<file path="config.mk">
export PLATFORM = sky130hd
export DESIGN_NAME = kxk_systolic_conv_stream
export DESIGN_NICKNAME = d
export VERILOG_FILES = /design/src/rtl/kxk_systolic_conv_stream.sv
export SDC_FILE = /design/constraint.sdc
export NUM_CORES = 2
export LEC_CHECK = 0
export BUFFER_PORTS_ARGS = -buffer_cell sky130_fd_sc_hd__buf_2
export CAP_MARGIN = 25
export CORE_AREA = 3 3 292 294
export CTS_CLUSTER_DIAMETER = 60
export DETAILED_ROUTE_END_ITERATION = 6
export DIE_AREA = 0 0 295 297
export GPL_TIMING_DRIVEN = 1
export SETUP_SLACK_MARGIN = 0.5
export SLEW_MARGIN = 20
export SYNTH_ARGS = -nofsm -noshare
export SYNTH_HDL_FRONTEND = slang
export SYNTH_SLANG_ARGS = --single-unit
</file>
<file path="constraint.sdc">
create_clock -name clk -period 7.27 [get_ports clk]
set_input_delay 0.727 -clock clk [delete_from_list [all_inputs] [get_ports clk]]
set_output_delay 0.727 -clock clk [all_outputs]
set_load 0.02 [all_outputs]
</file>
<file path="src/rtl/kxk_systolic_conv_stream.sv">
// kxk_systolic_conv_stream: streamed KxK valid-mode convolution with filter reuse, backpressure and saturation
module kxk_systolic_conv_stream #(
  parameter int DATA_W = 8,
  parameter int IMG    = 4,
  parameter int K      = 3,
  parameter int OUT_W  = 8,
  parameter int SAT    = 1,
  parameter int ACC_W  = 2*DATA_W+$clog2(K*K)+1
)(
  input  logic              clk,
  input  logic              rst,
  input  logic              start,
  input  logic              keep_f,
  input  logic [DATA_W-1:0] in_data,
  input  logic              in_valid,
  output logic              in_ready,
  output logic [OUT_W-1:0]  out_data,
  output logic              out_valid,
  input  logic              out_ready,
  output logic              out_last,
  output logic              busy,
  output logic              done
);
  localparam int N  = IMG-K+1;
  localparam int KK = K*K;
  localparam int II = IMG*IMG;
  localparam int CW = II > 1 ? $clog2(II) : 1;
  localparam int RW = N > 1 ? $clog2(N) : 1;
  localparam int PW = 2*DATA_W;
  typedef enum logic [1:0] {IDLE, LOAD_F, LOAD_I, COMPUTE} state_t;
  state_t state, state_nx;
  logic [CW-1:0] cnt;
  logic [DATA_W-1:0] f [KK];
  logic [DATA_W-1:0] img [II];
  logic [RW-1:0] r, c;
  logic fin, v1, last1, stall, xfer, win_last, fire;
  logic [PW-1:0] prod [KK];
  logic [ACC_W-1:0] acc;
  logic [OUT_W-1:0] res;
  assign in_ready = state == LOAD_F || state == LOAD_I;
  assign busy     = state != IDLE;
  assign xfer     = in_valid & in_ready;
  assign stall    = out_valid & ~out_ready;
  assign fire     = out_valid & out_ready & out_last;
  assign win_last = r == RW'(N-1) && c == RW'(N-1);
  always_comb begin
    state_nx = state;
    unique case (state)
      IDLE:    if (start) state_nx = keep_f ? LOAD_I : LOAD_F;
      LOAD_F:  if (xfer && cnt == CW'(KK-1)) state_nx = LOAD_I;
      LOAD_I:  if (xfer && cnt == CW'(II-1)) state_nx = COMPUTE;
      COMPUTE: if (fire) state_nx = IDLE;
      default: state_nx = IDLE;
    endcase
  end
  always_ff @(posedge clk or negedge rst) begin
    if (!rst) begin
      state <= IDLE;
      done  <= 1'b0;
      cnt   <= '0;
    end else begin
      state <= state_nx;
      done  <= state == COMPUTE && fire;
      if (xfer) cnt <= (state_nx != state) ? '0 : cnt + 1'b1;
    end
  end
  always_ff @(posedge clk or negedge rst) begin
    if (!rst) begin
      for (int k = 0; k < KK; k++) f[k] <= '0;
      for (int k = 0; k < II; k++) img[k] <= '0;
    end else if (xfer) begin
      for (int k = 0; k < KK; k++) if (state == LOAD_F && cnt == CW'(k)) f[k] <= in_data;
      for (int k = 0; k < II; k++) if (state == LOAD_I && cnt == CW'(k)) img[k] <= in_data;
    end
  end
  always_comb begin
    acc = '0;
    for (int k = 0; k < KK; k++) acc = acc + ACC_W'(prod[k]);
  end
  assign res = (SAT != 0 && acc > ACC_W'({OUT_W{1'b1}})) ? {OUT_W{1'b1}} : acc[OUT_W-1:0];
  // Issue counter, product stage and output register all freeze together under backpressure
  always_ff @(posedge clk or negedge rst) begin
    if (!rst) begin
      r         <= '0;
      c         <= '0;
      fin       <= 1'b0;
      v1        <= 1'b0;
      last1     <= 1'b0;
      out_valid <= 1'b0;
      out_last  <= 1'b0;
      out_data  <= '0;
      for (int k = 0; k < KK; k++) prod[k] <= '0;
    end else if (!stall) begin
      v1        <= state == COMPUTE && !fin;
      last1     <= win_last;
      out_valid <= v1;
      out_last  <= v1 & last1;
      out_data  <= res;
      for (int i = 0; i < K; i++)
        for (int j = 0; j < K; j++)
          prod[i*K+j] <= PW'(img[CW'((int'(r)+i)*IMG+int'(c)+j)]) * PW'(f[i*K+j]);
      if (state != COMPUTE) begin
        r   <= '0;
        c   <= '0;
        fin <= 1'b0;
      end else if (!fin) begin
        c <= (c == RW'(N-1)) ? '0 : c + 1'b1;
        if (c == RW'(N-1)) begin
          if (r == RW'(N-1)) fin <= 1'b1;
          else r <= r + 1'b1;
        end
      end
    end
  end
endmodule

</file>
==> Word level (Yosys, flattened, before mapping) <==
Index checks and enable logic that the tools add are counted.
{ "op_classes": {"add_sub_neg": 22, "n_mul": 9, "magnitude_cmp": 10, "n_eq_ne": 21, "n_mux": 46, "n_bitwise": 16, "n_reduce_logical": 63} }
{ "op_table": {"columns": ["operator", "n"], "rows": [
  ["$bmux 8 s4", 9],
  ["$mux 8", 19],
  ["$mul 8x8->16", 9],
  ["$add 21x16->21", 3],
  ["$reduce_and 2->1", 26],
  ["$ge 4x5->1 const B", 9],
  ["$not 4->4", 9],
  ["$eq 4x4->1 const B", 8],
  ["$logic_and 1x1->1", 30],
  ["$add 4x2->4 const B", 6],
  ["$add 20x16->21", 1],
  ["$gt 21x8->1 const B", 1],
  ["$add 19x16->20", 1],
  ["$add 18x16->19", 1],
  ["$add 17x16->18", 1],
  ["$add 16x16->17", 1],
  ["$eq 4x3->1 const B", 4],
  ["$mux 1", 11],
  ["$mux 2", 5],
  ["$add 4x1->4", 2],
  ["$eq 4x2->1 const B", 2],
  ["$pmux 2 s4", 1],
  ["$and 1x1->1", 5],
  ["$add 3x1->4", 1],
  ["18 further kinds", 22]
]} }
{ "totals": {"ff_bits": 366, "in_bits": 14, "wordCells": 232} }

==> Depth between registers and ports, before layout <==
{ "logic_depth": {"depth_word": 10, "ltp_mapped": 21, "depth_no_buf": 18} }

==> Worst setup path after synthesis <==
OpenSTA, ideal clock, no wires.
{ "synth_path": {"path_type": "register to register", "start": "register c", "end": "register prod[78] (netlist name)", "setup_ps": 132, "arrival_time_ps": 5262, "path_slack_ps": 1876, "stages_incl_launch_ff": 20, "n_path_buf": 1, "cell_sequence": "dfrtp_1 > buf_1 > mux4_2 > and2_1 > fa_1 > inv_1 > fa_1 > inv_1 > fa_1 > inv_1 > fa_1 > inv_1 > ha_1 > nor3_1 > nor2_1 > o41a_1 > a41o_1 > o41ai_1 > xor2_1 > o21ai_1"} }
{ "synth_between": {"elab_chain_len": 7} }
{ "synth_rtl": {"columns": ["element", "line_no", "source"], "rows": [
  ["start: declaration", "35", "logic [RW-1:0] r, c;"],
  ["start signal: assignment", "107", "c <= (c == RW'(N-1)) ? '0 : c + 1'b1;"],
  ["$add 4x1->4", "101", "prod[i*K+j] <= PW'(img[CW'((int'(r)+i)*IMG+int'(c)+j)]) * PW'(f[i*K+j]);"],
  ["$add 4x2->4", "101", null],
  ["$not 4->4 (not written as such)", "101", null],
  ["$bmux 8 s4", "101", null],
  ["$mux 8 (not written as such) (2 in a row)", "101", null],
  ["$mul 8x8->16", "101", null],
  ["end signal: indexed assignment", "101", null],
  ["end: declaration", "37", "logic [PW-1:0] prod [KK];"]
]} }
No other way between the ends. The select of a mux whose other input is x is not followed.
A chain may end at the register's enable or synchronous reset.

==> Worst setup path in the final report <==
{ "layout_path": {"start": "register c", "end": "register prod[14] (netlist name)"} }
The elaborated chain is that of the path after synthesis.

==> impl_summary.log <==
[metrics] result of the run: complete, but fails checks
[metrics] failing checks: DRC
[metrics] leakage power: 0.0205 uW
[metrics] total track usage: 23.3%
[metrics] biggest area contributors in the synthesized netlist: sky130_fd_sc_hd__dfrtp_1, sky130_fd_sc_hd__fa_1, sky130_fd_sc_hd__ha_1, sky130_fd_sc_hd__inv_1, sky130_fd_sc_hd__mux2_2
[metrics] fraction of registers with async set/reset: 100%
[metrics] PD cells: 395 nW/um^2
[metrics] top cell type by total area after synthesis: sky130_fd_sc_hd__dfrtp_1
[metrics] height of the die: 297 um
[metrics] cell area after technology mapping: 37,200 sq um
[metrics] WP buf/inv: 3
[metrics] main flop type after synthesis: sky130_fd_sc_hd__dfrtp_1
[metrics] synthesized instance count: 3,702
[metrics] Max Transition Viols Final: 0
[metrics] Max-Cap Viols: 0
[metrics] compound-cell area share of the yosys netlist: 5.98%
[metrics] number of diodes added for antenna fixing: 0
[metrics] VDD IR-drop max: 0.744 mV
[metrics] DRT Pass-1 Iters: 7
[metrics] type of destination of the critical path: register
[metrics] flip-flop and latch count after synthesis: 366
[metrics] synth unique cells: 57
[metrics] overflow left after global routing: 0
[metrics] I/O Buffers: 26
[metrics] Resized Gates After CTS: 0
[metrics] headroom to the max-slew limit: 29.7%
[metrics] WL per Instance: 20.7 um
[metrics] pin count of the biggest net entering global routing: 160
[metrics] sinks on the clock net: 366
[metrics] io pins: 27
[metrics] clock slew at reported path FFs: 60 ps
[metrics] last weighted congestion value of the routability-driven placer: 0.892
[metrics] max incr delay on CP: 910 ps
[metrics] number of remaining DRC errors: 1
[metrics] initial antenna violation count: 6
[metrics] depth of the CTS H-tree: 2
[metrics] total clock buffers created by CTS: 51
[metrics] Avg Inst Size Synth: 10.0 sq um
[metrics] startpoint of the lowest-slack register-to-register path: c$_DFFE_PN0P_
[metrics] floorplan die width: 295 um
[metrics] simple-gate area share of the yosys netlist: 14.4%
[metrics] Final Total Pwr: 15,900 uW
[metrics] required time at the worst-slack endpoint: 7730 ps
[metrics] worst-case register-to-register setup slack: 1350 ps
[metrics] standard cell core area: 83,200 sq um
[metrics] # Post-CTS Setup Buffers: 0
[metrics] Non-Filler Instances: 4,823
[metrics] quantity of hold-fixing buffers added after cts: 0
[metrics] sequential element share of the synthesized area: 24.6%
[metrics] vias after detailed routing: 25,900
[metrics] crit path kind: register to register
[metrics] Achievable Freq: 169 MHz
[metrics] slowest cell on the critical path: sky130_fd_sc_hd__dfrtp_4
[metrics] endpoints failing hold: 0
[metrics] series of cell instances along the critical path: buf_4 > mux4_2 > and2_1 > fa_1 > fa_1 > inv_1 > fa_1 > inv_1 > fa_1 > ha_1 > nand2_1 > o21ai_1 > o41a_1 > a41o_1 > o41a_1 > xnor2_1 > o21ai_1
[metrics] clock latency at the later pin of the worst-skew pair: 630 ps
[metrics] worst-margin pin slew: 1050 ps
[metrics] violation count after the first detailed-route iteration: 1,594
[metrics] placed cells: 4,729
[metrics] Crit path arrival time: 6380 ps
[metrics] TritonCTS clock tree: yes
[metrics] main combinational cell family by area after synthesis: adder cells
[metrics] Adder-Cell Fraction of Synth Area: 35.3%
[metrics] final-layout setup total negative slack: 0 ps
[metrics] clk_skew: 43.7 ps
[metrics] Hold WC Path Type: input pin to async pin
[metrics] Antenna Violating Nets Remaining: 0
[metrics] overall die area: 87,600 sq um
[metrics] count of flip-flops with a built-in enable after synthesis: 0
[metrics] final critical delay including setup and external delays: 5920 ps
[metrics] cell family with most CP delay: adder cells
[metrics] capture instance of the worst register-to-register path: prod[14]$_DFFE_PN0N_
[metrics] root buffer cell: sky130_fd_sc_hd__clkbuf_16
[metrics] starting utilization of the core area: 44.7%
[metrics] final clock period utilization by the worst path: 81.4%
[metrics] fraction of final layout cells sized beyond drive strength 1: 11.1%
[metrics] Final setup viols: 0
[metrics] Crit Path Max Fanout: 42
[metrics] Via-to-Cell Ratio: 5.36
[metrics] most repeated library cell on the critical path: sky130_fd_sc_hd__fa_1
[metrics] nets in the synthesized netlist: 4,504
[metrics] warnings from Yosys: 0
[metrics] buffer depth of the longest clock path: 3
[metrics] Synth Area in XOR/XNOR: 2.12%
[metrics] HPWL after detailed placement: 77,800 um
[metrics] mux contribution to synthesized area: 10.4%
[metrics] area share of the largest cell type after synthesis: 24.6%
[metrics] wire length after detailed routing: 99,600 um
[metrics] first-pass GRT wire length: 155,000 um
[metrics] Reg2Reg Depth: 17
[metrics] layout net count: 4,504
[metrics] Layout area overhead: 8.45%
[metrics] unrepaired setup endpoints after global routing: false
[metrics] Startpoint Class: register
[metrics] number of global-route vias before repair: 26,300
[metrics] number of cell rows: 106
synth_stat cells, types with 6 or more instances:
cell type and count:
sky130_fd_sc_hd__o21a_1 11, sky130_fd_sc_hd__nand3_1 47, sky130_fd_sc_hd__xnor2_1 42, sky130_fd_sc_hd__a21oi_1 161, sky130_fd_sc_hd__o41a_1 10, sky130_fd_sc_hd__a31oi_1 10
sky130_fd_sc_hd__and2_1 286, sky130_fd_sc_hd__o21ai_1 25, sky130_fd_sc_hd__clkbuf_1 53, sky130_fd_sc_hd__nor3_1 50, sky130_fd_sc_hd__a21o_1 12, sky130_fd_sc_hd__a211oi_1 8
sky130_fd_sc_hd__or4_1 6, sky130_fd_sc_hd__ha_1 354, sky130_fd_sc_hd__xor2_1 48, sky130_fd_sc_hd__mux2_2 200, sky130_fd_sc_hd__inv_1 615, sky130_fd_sc_hd__nand2_1 470
sky130_fd_sc_hd__o21bai_1 7, sky130_fd_sc_hd__o31ai_1 13, sky130_fd_sc_hd__mux4_2 72, sky130_fd_sc_hd__o21ai_0 47, sky130_fd_sc_hd__fa_1 434, sky130_fd_sc_hd__o211ai_1 27
sky130_fd_sc_hd__dfrtp_1 366, sky130_fd_sc_hd__buf_1 24, sky130_fd_sc_hd__nor2b_1 14, sky130_fd_sc_hd__nor2_1 152, sky130_fd_sc_hd__or3_1 21, sky130_fd_sc_hd__a41oi_1 6
sky130_fd_sc_hd__nand2b_1 39, sky130_fd_sc_hd__buf_2 13
worst reg2reg max path: stages, from the launching register on:
cell and delay, ps:
sky130_fd_sc_hd__dfrtp_4 910, sky130_fd_sc_hd__buf_4 330, sky130_fd_sc_hd__mux4_2 620, sky130_fd_sc_hd__and2_1 220, sky130_fd_sc_hd__fa_1 430, sky130_fd_sc_hd__fa_1 490
sky130_fd_sc_hd__inv_1 50, sky130_fd_sc_hd__fa_1 530, sky130_fd_sc_hd__inv_1 50, sky130_fd_sc_hd__fa_1 440, sky130_fd_sc_hd__ha_1 350, sky130_fd_sc_hd__nand2_1 90
sky130_fd_sc_hd__o21ai_1 110, sky130_fd_sc_hd__o41a_1 350, sky130_fd_sc_hd__a41o_1 260, sky130_fd_sc_hd__o41a_1 320, sky130_fd_sc_hd__xnor2_1 140, sky130_fd_sc_hd__o21ai_1 70
stage by stage:
stage                     area [sq um]  util, %  hold WS (ps)  worst slack, ps
final                            40300     48.5          57.3             1350
after CTS                        40300     48.5          71.2             1320
after global routing             40300     48.5          87.5             1040
after global placement           38500     46.3           469             1430
after detailed placement         38500     46.3           468             1360
after floorplan                  37200        -           431             1880
power breakdown:
group | internal, uW | switching (uW) | total (uW)
clock network | 1670 | 1070 | 2730
logic | 4170 | 5890 | 10100
registers | 2500 | 650 | 3150
total | 8340 | 7600 | 15900
layer usage:
layer	global-route usage (%)	up-vias	wire length [um]
met5	0	-	13
met2	36.1	659	45200
met4	8.04	2	3750
li1	-	12000	-
met1	32.5	13100	44200
met3	4.66	161	6470
cell usage in the layout (no fill, tap or decap), types with 11 or more instances in the layout:
cell type,count
sky130_fd_sc_hd__xnor2_1,42
sky130_fd_sc_hd__o211ai_1,27
sky130_fd_sc_hd__nor2_1,152
sky130_fd_sc_hd__fa_1,434
sky130_fd_sc_hd__o21a_1,11
sky130_fd_sc_hd__o21ai_1,25
sky130_fd_sc_hd__a21o_1,12
sky130_fd_sc_hd__nand2b_1,38
sky130_fd_sc_hd__or3_1,21
sky130_fd_sc_hd__nand2_1,470
sky130_fd_sc_hd__nor2b_1,13
sky130_fd_sc_hd__xor2_1,48
sky130_fd_sc_hd__ha_1,354
sky130_fd_sc_hd__buf_2,25
sky130_fd_sc_hd__dfrtp_1,364
sky130_fd_sc_hd__mux2_2,200
sky130_fd_sc_hd__nand3_1,47
sky130_fd_sc_hd__a21oi_1,161
sky130_fd_sc_hd__nor3_1,50
sky130_fd_sc_hd__clkbuf_16,51
sky130_fd_sc_hd__inv_1,615
sky130_fd_sc_hd__mux4_2,72
sky130_fd_sc_hd__o31ai_1,13
sky130_fd_sc_hd__and2_1,286
sky130_fd_sc_hd__o21ai_0,47
worst max path at each step:
stage | startpoint | endpoint | slack, ps | depth (start not counted)
2_1_floorplan | c$_DFFE_PN0P_ | prod[78]$_DFFE_PN0N_ | 1880 | 19
3_5_place_dp | c$_DFFE_PN0P_ | prod[14]$_DFFE_PN0N_ | 1360 | 17
6_report | c$_DFFE_PN0P_ | prod[14]$_DFFE_PN0N_ | 1350 | 17
4_1_cts | c$_DFFE_PN0P_ | prod[14]$_DFFE_PN0N_ | 1320 | 17
5_1_grt | c$_DFFE_PN0P_ | prod[14]$_DFFE_PN0N_ | 1040 | 17
3_3_place_gp | c$_DFFE_PN0P_ | prod[14]$_DFFE_PN0N_ | 1430 | 17
layout make-up:
class / instances / area [sq um]
fillers: 7689 / 42800
multi-input cells: 2629 / 25400
flip-flops and latches: 366 / 9170
inverters: 615 / 2310
clock buffers: 61 / 1370
well taps: 1080 / 1350
clock inverters: 33 / 492
repair buffers: 39 / 279
kinds of logic after synthesis:
group	after synthesis
adders and majority gates	788
AOI/OAI and AO/OA	365
and+or+nand+nor	1113
muxes	273
buffers and inverters	707
DFF	366
xor gates and xnor gates	90
sequential cells by signal, summed over array words and instances (netlist names):
name       flops
cnt            4
state          2
prod         144
out_data       8
v1             1
done           1
out_last       1
f             72
img          128
last1          1
c              1
r              1
fin            1
out_valid      1
(Power assumes the default switching activity.)
